**config.mk**
```make
export PLATFORM = sky130hd
export DESIGN_NAME = pdm_modulator
export DESIGN_NICKNAME = d
export VERILOG_FILES = /design/src/rtl/pdm_pkg.sv /design/src/rtl/pdm_clk_gen.sv /design/src/rtl/pdm_modulator.sv
export SDC_FILE = /design/constraint.sdc
export NUM_CORES = 1
export LEC_CHECK = 0
export ABC_AREA = 1
export BUFFER_PORTS_ARGS = -buffer_cell sky130_fd_sc_hd__buf_2
export CORE_AREA = 3 3 173 124
export CTS_CLUSTER_SIZE = 10
export DETAILED_ROUTE_END_ITERATION = 10
export DIE_AREA = 0 0 176 127
export SLEW_MARGIN = 20
export SYNTH_ARGS = -nofsm -noshare
export SYNTH_HDL_FRONTEND = slang
export SYNTH_HIERARCHICAL = 1
export SYNTH_SLANG_ARGS = --single-unit
```
**constraint.sdc**
```tcl
create_clock -name clk -period 8.87 [get_ports clk]
set_input_delay 1.3305 -clock clk [delete_from_list [all_inputs] [get_ports clk]]
set_output_delay 1.3305 -clock clk [all_outputs]
set_load 0.02 [all_outputs]
```
**src/rtl/pdm_pkg.sv**
```systemverilog
//------------------------------------------------------------------------------
// pdm_pkg
//   Shared definitions for the PDM playback modulator:
//     state_t   - modulator control states (IDLE / PRIME / RUN)
//     FS        - full-scale magnitude for the default 16-bit sample width
//     fs_value  - full-scale magnitude 2^(w-1) for an arbitrary sample width
//     sat_acc   - symmetric saturation of a wide sum to an acc_w-bit signed range
//------------------------------------------------------------------------------
`timescale 1ns/1ps

package pdm_pkg;

    typedef enum logic [1:0] {
        IDLE  = 2'd0,
        PRIME = 2'd1,
        RUN   = 2'd2
    } state_t;

    // Width of the scratch arithmetic used inside the modulator datapath. Wide
    // enough that integrator + input + feedback can never overflow before the
    // clamp is applied, for any sensible accumulator width.
    localparam int unsigned CALC_WIDTH = 64;

    localparam int unsigned DEFAULT_DATA_WIDTH = 16;

    // Feedback magnitude: the DAC level that a 1 (or 0) on pdm_data represents.
    function automatic logic signed [CALC_WIDTH-1:0] fs_value(input int unsigned w);
        return 64'sd1 <<< (w - 1);
    endfunction

    localparam logic signed [CALC_WIDTH-1:0] FS = fs_value(DEFAULT_DATA_WIDTH);

    // Clamp to +/-(2^(acc_w-1)-1). The range is kept symmetric so the
    // integrators behave identically for positive and negative overload.
    function automatic logic signed [CALC_WIDTH-1:0] sat_acc(
        input logic signed [CALC_WIDTH-1:0] v,
        input int unsigned                  acc_w
    );
        logic signed [CALC_WIDTH-1:0] lim;
        lim = (64'sd1 <<< (acc_w - 1)) - 64'sd1;
        if (v > lim)
            return lim;
        else if (v < -lim)
            return -lim;
        else
            return v;
    endfunction

endpackage : pdm_pkg

```
**src/rtl/pdm_clk_gen.sv**
```systemverilog
//------------------------------------------------------------------------------
// pdm_clk_gen
//   Divides clk down to the PDM bit clock and produces the one-cycle bit tick
//   that advances the modulator.
// Ports
//   clk       in   system clock
//   rst_n     in   async active-low reset
//   run       in   1 = count; 0 = hold divider at 0 and keep pdm_clk low
//   pdm_clk   out  bit clock, high for the first DIV/2 counts of each period
//   bit_tick  out  1-clk pulse on the last high count; the registered data
//                  update it triggers lands on the pdm_clk falling edge
//------------------------------------------------------------------------------
`timescale 1ns/1ps

module pdm_clk_gen
    import pdm_pkg::*;
#(
    parameter int unsigned DIV = 4
) (
    input  logic clk,
    input  logic rst_n,
    input  logic run,
    output logic pdm_clk,
    output logic bit_tick
);

    localparam int unsigned DIV_W = (DIV > 1) ? $clog2(DIV) : 1;
    localparam logic [DIV_W-1:0] LAST_CNT = DIV_W'(DIV - 1);
    localparam logic [DIV_W-1:0] HALF_CNT = DIV_W'(DIV / 2);
    localparam logic [DIV_W-1:0] TICK_CNT = DIV_W'(DIV / 2 - 1);

    logic [DIV_W-1:0] div_cnt;

    // NOTE: sequential state is written with non-blocking assignments only, so
    // every flop samples the pre-edge values of the others regardless of
    // statement order.
    always_ff @(posedge clk or negedge rst_n) begin
        if (!rst_n) begin
            div_cnt <= '0;
        end else if (!run) begin
            div_cnt <= '0;
        end else if (div_cnt == LAST_CNT) begin
            div_cnt <= '0;
        end else begin
            div_cnt <= div_cnt + 1'b1;
        end
    end

    // Decoded from flops only; gating with run keeps the output low through
    // the single IDLE cycle in which div_cnt has not yet been cleared.
    assign pdm_clk  = run && (div_cnt < HALF_CNT);
    assign bit_tick = run && (div_cnt == TICK_CNT);

endmodule : pdm_clk_gen

```
**src/rtl/pdm_modulator.sv**
```systemverilog
//------------------------------------------------------------------------------
// pdm_modulator
//   Converts signed PCM samples, delivered over a valid/ready handshake, into
//   a 1-bit PDM stream using a 2nd-order sigma-delta loop. Generates its own
//   pdm_clk so it can drive a PDM DAC/amplifier or loop back into a capture
//   chain.
// Ports
//   clk        in   system clock
//   rst_n      in   async active-low reset
//   enable     in   run modulator; low returns to IDLE and flushes everything
//   in_valid   in   PCM sample valid
//   in_ready   out  a sample can be accepted (running and buffer empty)
//   in_data    in   signed PCM sample, DATA_WIDTH bits
//   pdm_clk    out  PDM bit clock, 50% duty, period DIV clk
//   pdm_data   out  PDM bit, changes on the pdm_clk falling edge
//   underrun   out  1-clk pulse when an OSR boundary in RUN finds no sample
//------------------------------------------------------------------------------
`timescale 1ns/1ps

module pdm_modulator
    import pdm_pkg::*;
#(
    parameter int unsigned DATA_WIDTH = 16,
    parameter int unsigned DIV        = 4,   // even, >= 2
    parameter int unsigned OSR        = 64,  // >= 2
    parameter int unsigned ACC_WIDTH  = DATA_WIDTH + 4
) (
    input  logic                  clk,
    input  logic                  rst_n,
    input  logic                  enable,
    input  logic                  in_valid,
    output logic                  in_ready,
    input  logic [DATA_WIDTH-1:0] in_data,
    output logic                  pdm_clk,
    output logic                  pdm_data,
    output logic                  underrun
);

    localparam int unsigned OSR_W = $clog2(OSR);
    localparam logic [OSR_W-1:0] OSR_LAST = OSR_W'(OSR - 1);
    localparam logic signed [CALC_WIDTH-1:0] FB = fs_value(DATA_WIDTH);

    state_t state;

    logic                          bit_tick;
    logic                          run;
    logic [OSR_W-1:0]              osr_cnt;
    logic [OSR_W-1:0]              osr_next;
    logic                          boundary;
    logic                          accept;

    logic [DATA_WIDTH-1:0]         next_buf;
    logic                          next_full;
    logic signed [DATA_WIDTH-1:0]  cur_sample;

    logic signed [ACC_WIDTH-1:0]   i1;
    logic signed [ACC_WIDTH-1:0]   i2;
    logic signed [ACC_WIDTH-1:0]   i1_next;
    logic signed [ACC_WIDTH-1:0]   i2_next;
    logic                          mod_bit;

    logic signed [CALC_WIDTH-1:0]  x_term;
    logic signed [CALC_WIDTH-1:0]  fb_term;
    logic signed [CALC_WIDTH-1:0]  i1_sum;
    logic signed [CALC_WIDTH-1:0]  i2_sum;

    //--------------------------------------------------------------------------
    // Bit clock
    //--------------------------------------------------------------------------
    assign run = (state != IDLE);

    pdm_clk_gen #(
        .DIV (DIV)
    ) u_clk_gen (
        .clk      (clk),
        .rst_n    (rst_n),
        .run      (run),
        .pdm_clk  (pdm_clk),
        .bit_tick (bit_tick)
    );

    assign osr_next = (osr_cnt == OSR_LAST) ? '0 : osr_cnt + 1'b1;
    assign boundary = bit_tick && (osr_cnt == OSR_LAST);

    //--------------------------------------------------------------------------
    // Input handshake: single-entry skid buffer in front of cur_sample
    //--------------------------------------------------------------------------
    assign in_ready = run && !next_full;
    assign accept   = in_valid && in_ready;

    //--------------------------------------------------------------------------
    // Modulator datapath (evaluated every cycle, committed on bit_tick in RUN)
    //--------------------------------------------------------------------------
    // NOTE: every signal assigned in this always_comb receives a value on every
    // path before it is used, so no latch can be inferred.
    always_comb begin
        // Halve the input: a 2nd-order loop driven near full scale overloads.
        x_term  = CALC_WIDTH'(cur_sample) >>> 1;
        fb_term = pdm_data ? FB : -FB;
        i1_sum  = CALC_WIDTH'(i1) + x_term - fb_term;
        i1_next = ACC_WIDTH'(sat_acc(i1_sum, ACC_WIDTH));
        i2_sum  = CALC_WIDTH'(i2) + CALC_WIDTH'(i1_next) - fb_term;
        i2_next = ACC_WIDTH'(sat_acc(i2_sum, ACC_WIDTH));
        mod_bit = !i2_next[ACC_WIDTH-1];
    end

    //--------------------------------------------------------------------------
    // Control, buffering and output register
    //--------------------------------------------------------------------------
    // NOTE: the sample buffers are plain registers rather than a memory, so
    // they are reset with everything else and a restart never replays stale
    // data.
    always_ff @(posedge clk or negedge rst_n) begin
        if (!rst_n) begin
            state      <= IDLE;
            osr_cnt    <= '0;
            next_buf   <= '0;
            next_full  <= 1'b0;
            cur_sample <= '0;
            i1         <= '0;
            i2         <= '0;
            pdm_data   <= 1'b0;
            underrun   <= 1'b0;
        end else begin
            underrun <= 1'b0;

            if (run && !enable) begin
                // Disable wins over everything, wherever we are in a sample.
                state      <= IDLE;
                osr_cnt    <= '0;
                next_buf   <= '0;
                next_full  <= 1'b0;
                cur_sample <= '0;
                i1         <= '0;
                i2         <= '0;
                pdm_data   <= 1'b0;
            end else begin
                // accept needs next_full=0 and the boundary load needs
                // next_full=1, so the two updates below never collide. An
                // accept in a boundary cycle is held for the next boundary.
                if (accept) begin
                    next_buf  <= in_data;
                    next_full <= 1'b1;
                end

                unique case (state)
                    IDLE: begin
                        if (enable) state <= PRIME;
                    end

                    PRIME: begin
                        if (bit_tick) begin
                            osr_cnt  <= osr_next;
                            // Alternating bits encode the zero level.
                            pdm_data <= !pdm_data;
                            if (boundary && next_full) begin
                                cur_sample <= next_buf;
                                next_full  <= 1'b0;
                                state      <= RUN;
                            end
                        end
                    end

                    RUN: begin
                        if (bit_tick) begin
                            osr_cnt  <= osr_next;
                            i1       <= i1_next;
                            i2       <= i2_next;
                            pdm_data <= mod_bit;
                            if (boundary) begin
                                if (next_full) begin
                                    cur_sample <= next_buf;
                                    next_full  <= 1'b0;
                                end else begin
                                    // Keep playing the previous sample.
                                    underrun <= 1'b1;
                                end
                            end
                        end
                    end

                    default: begin
                        state <= IDLE;
                    end
                endcase
            end
        end
    end

endmodule : pdm_modulator

```
# After elaboration in Yosys (flattened, before gate mapping)
# Index checks and enable logic that the tools add are counted.
[totals] register_bits=85 latchBits=0 ramBits=0 romBits=0 elab_cells=105 n_memories=0
[op_classes] addsub=6 multipliers=0 div=0 n_lt_le_gt_ge=5 n_eq_ne=12 n_shift=0 muxes=48 bitwise=0 n_reduce_logical=24
[ops] cell="20-bit 2-to-1 mux" n=10
[ops] cell="64-bit by 20-bit greater-than comparator with 1-bit output (second input constant)" n=2
[ops] cell="64-bit by 20-bit less-than comparator with 1-bit output (second input constant)" n=2
[ops] cell="16-bit 2-to-1 mux" n=8
[ops] cell="21-bit by 64-bit subtractor with 64-bit output" n=2
[ops] cell="64-bit 2-to-1 mux" n=1
[ops] cell="16-bit case mux with 2 select lines" n=1
[ops] cell="6-bit 2-to-1 mux" n=4
[ops] cell="20-bit by 15-bit adder with 21-bit output" n=1
[ops] cell="20-bit by 20-bit adder with 21-bit output" n=1
[ops] cell="3-bit inequality test (second input constant)" n=6
[ops] cell="1-bit 2-to-1 mux" n=15
[ops] cell="2-bit 2-to-1 mux" n=6
[ops] cell="2-bit nonzero test" n=5
[ops] cell="1-bit logical AND" n=7
[ops] cell="6-bit by 1-bit adder with 6-bit output (second input constant)" n=1
[ops] cell="6-bit == test (second input constant)" n=1
[ops] cell="2-bit case mux with 3 select lines" n=1
[ops] cell="6-bit AND reduction" n=1
[ops] cell="2-bit by 1-bit == test with 1-bit output (second input constant)" n=2
[ops] cell="2-bit == test (second input constant)" n=2
[ops] cell="1-bit zero test" n=4
[ops] cell="1-bit case mux with 2 select lines" n=2
[ops] cell="2-bit AND reduction" n=2
[ops] cell="other kinds (8)" n=8

# Depth between registers and ports, before layout
[depth] ltp_word=14 depth_mapped=53 mapped_depth_nobuf=52

# Modules after synthesis
# Netlist, hierarchy kept.
[by_module_without_submodules] module="pdm_modulator" instances=1 cells_per_inst=1292 area_each_um2=8434.3 seq_area_each_um2=2026.9
[by_module_without_submodules] module="pdm_clk_gen" instances=1 cells_per_inst=13 area_each_um2=108.9 seq_area_each_um2=50.0

# Least setup slack after synthesis
# Ideal clock, no wire load.
[synth_path] path_kind="register to register" from="reg pdm_data" to="reg i2[0]" setup_time_ns=0.117 arrival_ns=7.027 slack_ns=1.727 path_stages_with_launch=47 n_path_buf=2 cell_sequence="dfrtp_1 > inv_1 > fa_1 > inv_1 > ha_1 > a21oi_1 > o21ai_0 > a31oi_2 > nand2_1 > fa_1 > inv_1 > nand2_1 > nor3_1 > nand3_1 > nor3_1 > nand3_1 > nor2_1 > nand2_1 > (+11 left out) > nand2_2 > nand2_2 > nand2_2 > nand3_4 > nand2_1 > fa_1 > nand2_1 > nor4_1 > nand3_1 > nor2_1 > nand3_1 > nor2_1 > nand3_2 > nand2_4 > buf_6 > nand3_1 > nand2_1 > nand2_1"
[synth_via] elab_chain_cells=13 elab_cells_between_ends=15 cone_classes="add/sub (3); order compare (4); mux (8)"
[synth_lines] item="start: declaration" line_no="pdm_modulator.sv:35" source="output logic pdm_data,"
[synth_lines] item="start signal: assignment" line_no="pdm_modulator.sv:155" source="pdm_data <= !pdm_data;"
[synth_lines] item="start signal: assignment" line_no="pdm_modulator.sv:169" source="pdm_data <= mod_bit;"
[synth_lines] item="64-bit 2-to-1 mux (*)" line_no="pdm_modulator.sv:99" source="fb_term = pdm_data ? FB : -FB;"
[synth_lines] item="21-bit by 64-bit subtractor with 64-bit output" line_no="pdm_modulator.sv:100" source="i1_sum = CALC_WIDTH'(i1) + x_term - fb_term;"
[synth_lines] item="64-bit by 20-bit less-than comparator with 1-bit output" line_no="pdm_pkg.sv:43" source="else if (v < -lim)"
[synth_lines] item="20-bit 2-to-1 mux" line_no="pdm_pkg.sv:43"
[synth_lines] item="20-bit 2-to-1 mux" line_no="pdm_pkg.sv:41" source="if (v > lim)"
[synth_lines] item="20-bit by 20-bit adder with 21-bit output" line_no="pdm_modulator.sv:102" source="i2_sum = CALC_WIDTH'(i2) + CALC_WIDTH'(i1_next) - fb_term;"
[synth_lines] item="21-bit by 64-bit subtractor with 64-bit output (*)" line_no="pdm_modulator.sv:102"
[synth_lines] item="64-bit by 20-bit less-than comparator with 1-bit output" line_no="pdm_pkg.sv:43"
[synth_lines] item="20-bit 2-to-1 mux" line_no="pdm_pkg.sv:43"
[synth_lines] item="20-bit 2-to-1 mux (*)" line_no="pdm_pkg.sv:41"
[synth_lines] item="20-bit 2-to-1 mux (*)" line_no="pdm_modulator.sv:165" source="if (bit_tick) begin"
[synth_lines] item="20-bit 2-to-1 mux (*)" line_no="pdm_modulator.sv:146" source="unique case (state)"
[synth_lines] item="20-bit 2-to-1 mux (*)" line_no="pdm_modulator.sv:127" source="if (run && !enable) begin"
[synth_lines] item="end signal: assignment" line_no="pdm_modulator.sv:168" source="i2 <= i2_next;"
[synth_lines] item="end: declaration" line_no="pdm_modulator.sv:57" source="logic signed [ACC_WIDTH-1:0] i2;"
# Mark *: on every way between the ends. The rest lies on a longest branch, timed or not. The select of a mux whose other input is x is not followed.
# A chain may end at the register's enable or synchronous reset.

# Worst setup path after layout
[layout_path] from="reg cur_sample[15]" to="reg i2[6]"
[layout_via] elab_chain_cells=13 elab_cells_between_ends=15 cone_classes="add/sub (4); order compare (4); mux (7)"
[layout_lines] item="start: declaration" line_no="pdm_modulator.sv:54" source="logic signed [DATA_WIDTH-1:0] cur_sample;"
[layout_lines] item="start signal: assignment" line_no="pdm_modulator.sv:157" source="cur_sample <= next_buf;"
[layout_lines] item="start signal: assignment" line_no="pdm_modulator.sv:172" source="cur_sample <= next_buf;"
[layout_lines] item="20-bit by 15-bit adder with 21-bit output (*)" line_no="pdm_modulator.sv:100"
[layout_lines] item="21-bit by 64-bit subtractor with 64-bit output (*)" line_no="pdm_modulator.sv:100"
[layout_lines] item="64-bit by 20-bit less-than comparator with 1-bit output" line_no="pdm_pkg.sv:43"
[layout_lines] item="20-bit 2-to-1 mux" line_no="pdm_pkg.sv:43"
[layout_lines] item="20-bit 2-to-1 mux (*)" line_no="pdm_pkg.sv:41"
[layout_lines] item="20-bit by 20-bit adder with 21-bit output (*)" line_no="pdm_modulator.sv:102"
[layout_lines] item="21-bit by 64-bit subtractor with 64-bit output (*)" line_no="pdm_modulator.sv:102"
[layout_lines] item="64-bit by 20-bit less-than comparator with 1-bit output" line_no="pdm_pkg.sv:43"
[layout_lines] item="20-bit 2-to-1 mux" line_no="pdm_pkg.sv:43"
[layout_lines] item="20-bit 2-to-1 mux (*)" line_no="pdm_pkg.sv:41"
[layout_lines] item="20-bit 2-to-1 mux (*)" line_no="pdm_modulator.sv:165"
[layout_lines] item="20-bit 2-to-1 mux (*)" line_no="pdm_modulator.sv:146"
[layout_lines] item="20-bit 2-to-1 mux (*)" line_no="pdm_modulator.sv:127"
# Marks and branches as above.

==> metrics.md <==
| Metric | Value |
|---|---|
| Fin crit share | 0.898 |
| Ant. Diodes | 0 |
| TritonRoute pass-1 iters | 5 |
| Unique cell type count in the Yosys netlist | 41 |
| Most instantiated cells after synthesis | nand2_1 (465), inv_1 (275), dfrtp_1 (83) |
| Rel. slew slack | 0.401 |
| Required time worst endpoint | 9140 ps |
| Most common cell in the synthesized netlist | nand2_1 |
| Max-capacitance violation count | 0 |
| Initial antenna violation count | 0 |
| Final hold violations | 0 |
| Post-synth top area share | 0.243 |
| Synth warn | 6 |
| RSZ-0062 raised after global routing | no |
| CP Capture Point | i2[6]$_DFFE_PN0P_ |
| Worst Setup Slack, final | 909 ps |
| Gr usage total | 0.194 |
| Mean area per synthesized cell | 6.55 um2 |
| CP max stage cell | fa_1 |
| Final setup TNS | 0 ps |
| CTS tree | built |
| Most Frequent Cell on Critical Path | nand2_1 |
| Placement Setup Slack | 796 ps |
| Worst Skew | between 10 and 15 ps |
| Placeable core area | 19900 um2 |
| First-pass GRT wire length | 35.7 mm |
| Top-level I/O count | 24 |
| Synth Flop Type | dfrtp_1 |
| Worst Hold Class | flop to flop |
| Reg-to-reg slack, setup | 910 ps |
| Root buf cell | clkbuf_16 |
| Run status | finished, final reports clean |
| H-tree depth | 3 |
| Initial Util | 0.430 |
| Crit path time final | 7960 ps |
| Fmax | about 130 MHz |
| Clk Latency, worst-skew pair | around 350 ps |
| Via count | 7753 |
| Seq cells post-synth | 83 |
| Mapped Cells | 1305 |
| Hold Slack | 468 ps |
| Final Instance Count excl. Fillers | 1604 |
| Worst-path fanout max | 19 |
| Clock Sink Count | 83 |
| Yosys top cell by area | dfrtp_1 |
| Critical path endpoint category | flop |
| Post-route ant nets | 0 |
| DR WL/cell | 12.9 um |
| Worst r2r src | cur_sample[15]$_DFFE_PN0P_ |
| Crit Path Class | flop to flop |
| DRC | 0 |
| Nets | 1459 |
| Slew Viols, Final | 0 |
| Crit start category | flop |
| Register area share after synthesis | 0.243 |
| Iteration-0 DRC Markers | 510 |
| Largest net degree at the start of global routing | 50 |
| Reg2reg end | i2[6]$_DFFE_PN0P_ |
| PortBufs | 22 |
| Final setup violation count | 0 |
| DIE AREA | 22400 um2 |
| Die Y | 127 um |
| P&R area growth vs syn | 8.55% |
| Fillers | 2088 |
| Reg clk slew, reported paths | approximately 70 ps |
| Post-placement cell count | 1586 |
| Area contributors post-synth | dfrtp_1 (24%), nand2_1 (20%), inv_1 (12%) |
| Vias per std cell | approximately 4.8 |
| Vias in the first global route | 7039 |
| CP max stage delay | 520 ps |
| Fraction of layout cells with a size suffix above 1 | 0.0705 |
| Hpwl dp | 16.8 mm |
| Worst R2R Path Depth | 39 |
| Worst Setup SP | cur_sample[15]$_DFFE_PN0P_ |
| Arr. time, crit path | 8230 ps |
| FP Rows | 43 |
| Synthesized cell area | around 8500 um2 |
| Die W | ~180 um |
| Ys async rst share | 1.00 |
| Slew at the pin closest to its max-slew limit | 896 ps |
| Routability cong. | 0.905 |
| Total grt overflow | 0 |
| Clock Tree Buf Depth | 2 |
| Drt total wl | between 20 and 25 mm |
| CTS Hold Bufs | 0 |
| Cts bufs inserted | 9 |
| EDFF count, synth | 0 |
| Mapped Nets | 1435 |
-- per-stage QoR --
| step | utilization | area (um2) |
|---|---|---|
| finish | 0.467 | 9270 |
| global placement | 0.451 | 8950 |
| floorplan | - | 8540 |
| CTS | 0.466 | 9260 |
| global route | 0.467 | 9270 |
| detailed placement | 0.451 | 8950 |
-- logic make-up after synthesis --
group | Yosys count | share of synthesized area
xor gates and xnor gates | 8 | 0.00820
DFF | 83 | 0.243
and+or+nand+nor | 697 | 0.351
buffers and inverters | 298 | 0.135
adders and majority gates | 110 | 0.189
AOI/OAI and AO/OA | 109 | 0.0725
-- layout by cell type, fill, tap and decap left out, types with 13 or more instances in the layout --
cell type	count
buf_2	21
dfrtp_1	83
nand4_1	13
ha_1	78
nand2_2	18
o22ai_1	16
nor3_1	13
nand2_1	465
inv_1	275
fa_1	32
o21ai_0	33
nand3b_1	17
a21oi_1	42
nor2_1	71
nand3_1	68
-- state kept, by name, indices dropped and copies added, names as in the netlist, 2 cells and up --
name and cells:
i1 20, i2 20, cur_sample 15, next_buf 15
osr_cnt 6, state 2, u_clk_gen/div_cnt 2
-- layout make-up --
class / instances / area [um2] / share of cell area
clock buffer: 10 / 239 / 0.0258
clock inverter: 6 / 70.1 / 0.00756
inverter: 279 / 1050 / 0.113
multi-input combinational: 924 / 5320 / 0.573
sequential: 83 / 2080 / 0.224
tap: 270 / 338 / 0.0364
timing repair buffer: 32 / 188 / 0.0202
-- timing repair --
item	4_1_cts	5_1_grt
resized for setup	0	1
endpoints found under the setup margin	0	19
setup buffers	0	2
-- worst max-delay path: cells and delay by family, from the launching register on --
family	cells	cell delay, ps
adders and majority gates	6	2750
AOI/OAI and AO/OA	6	1460
buffers and inverters	3	360
and+or+nand+nor	24	2810
DFF	1	480
-- per-layer routing --
metal | track usage | share of wire
met1 | 0.317 | 0.55
met3 | 0.0291 | 0.051
met5 | 0 | 0
met4 | 0.0237 | 0.0048
met2 | 0.276 | 0.40
-- worst min path at each step --
stage | start | to | slack, ps | depth (start not counted)
after global routing | i1[5]$_DFFE_PN0P_ | i1[5]$_DFFE_PN0P_ | 490 | 2
after global placement | u_clk_gen/div_cnt[0]$_DFF_PN0_ | u_clk_gen/div_cnt[0]$_DFF_PN0_ | 450 | 1
after CTS | u_clk_gen/div_cnt[0]$_DFF_PN0_ | u_clk_gen/div_cnt[0]$_DFF_PN0_ | 470 | 1
final | u_clk_gen/div_cnt[0]$_DFF_PN0_ | u_clk_gen/div_cnt[0]$_DFF_PN0_ | 470 | 1
after floorplan | u_clk_gen/div_cnt[0]$_DFF_PN0_ | u_clk_gen/div_cnt[0]$_DFF_PN0_ | 430 | 1
after detailed placement | u_clk_gen/div_cnt[0]$_DFF_PN0_ | u_clk_gen/div_cnt[0]$_DFF_PN0_ | 460 | 1
Power is not shown: default switching activity piles up to over one toggle a cycle in this logic, so the estimate is an artifact.
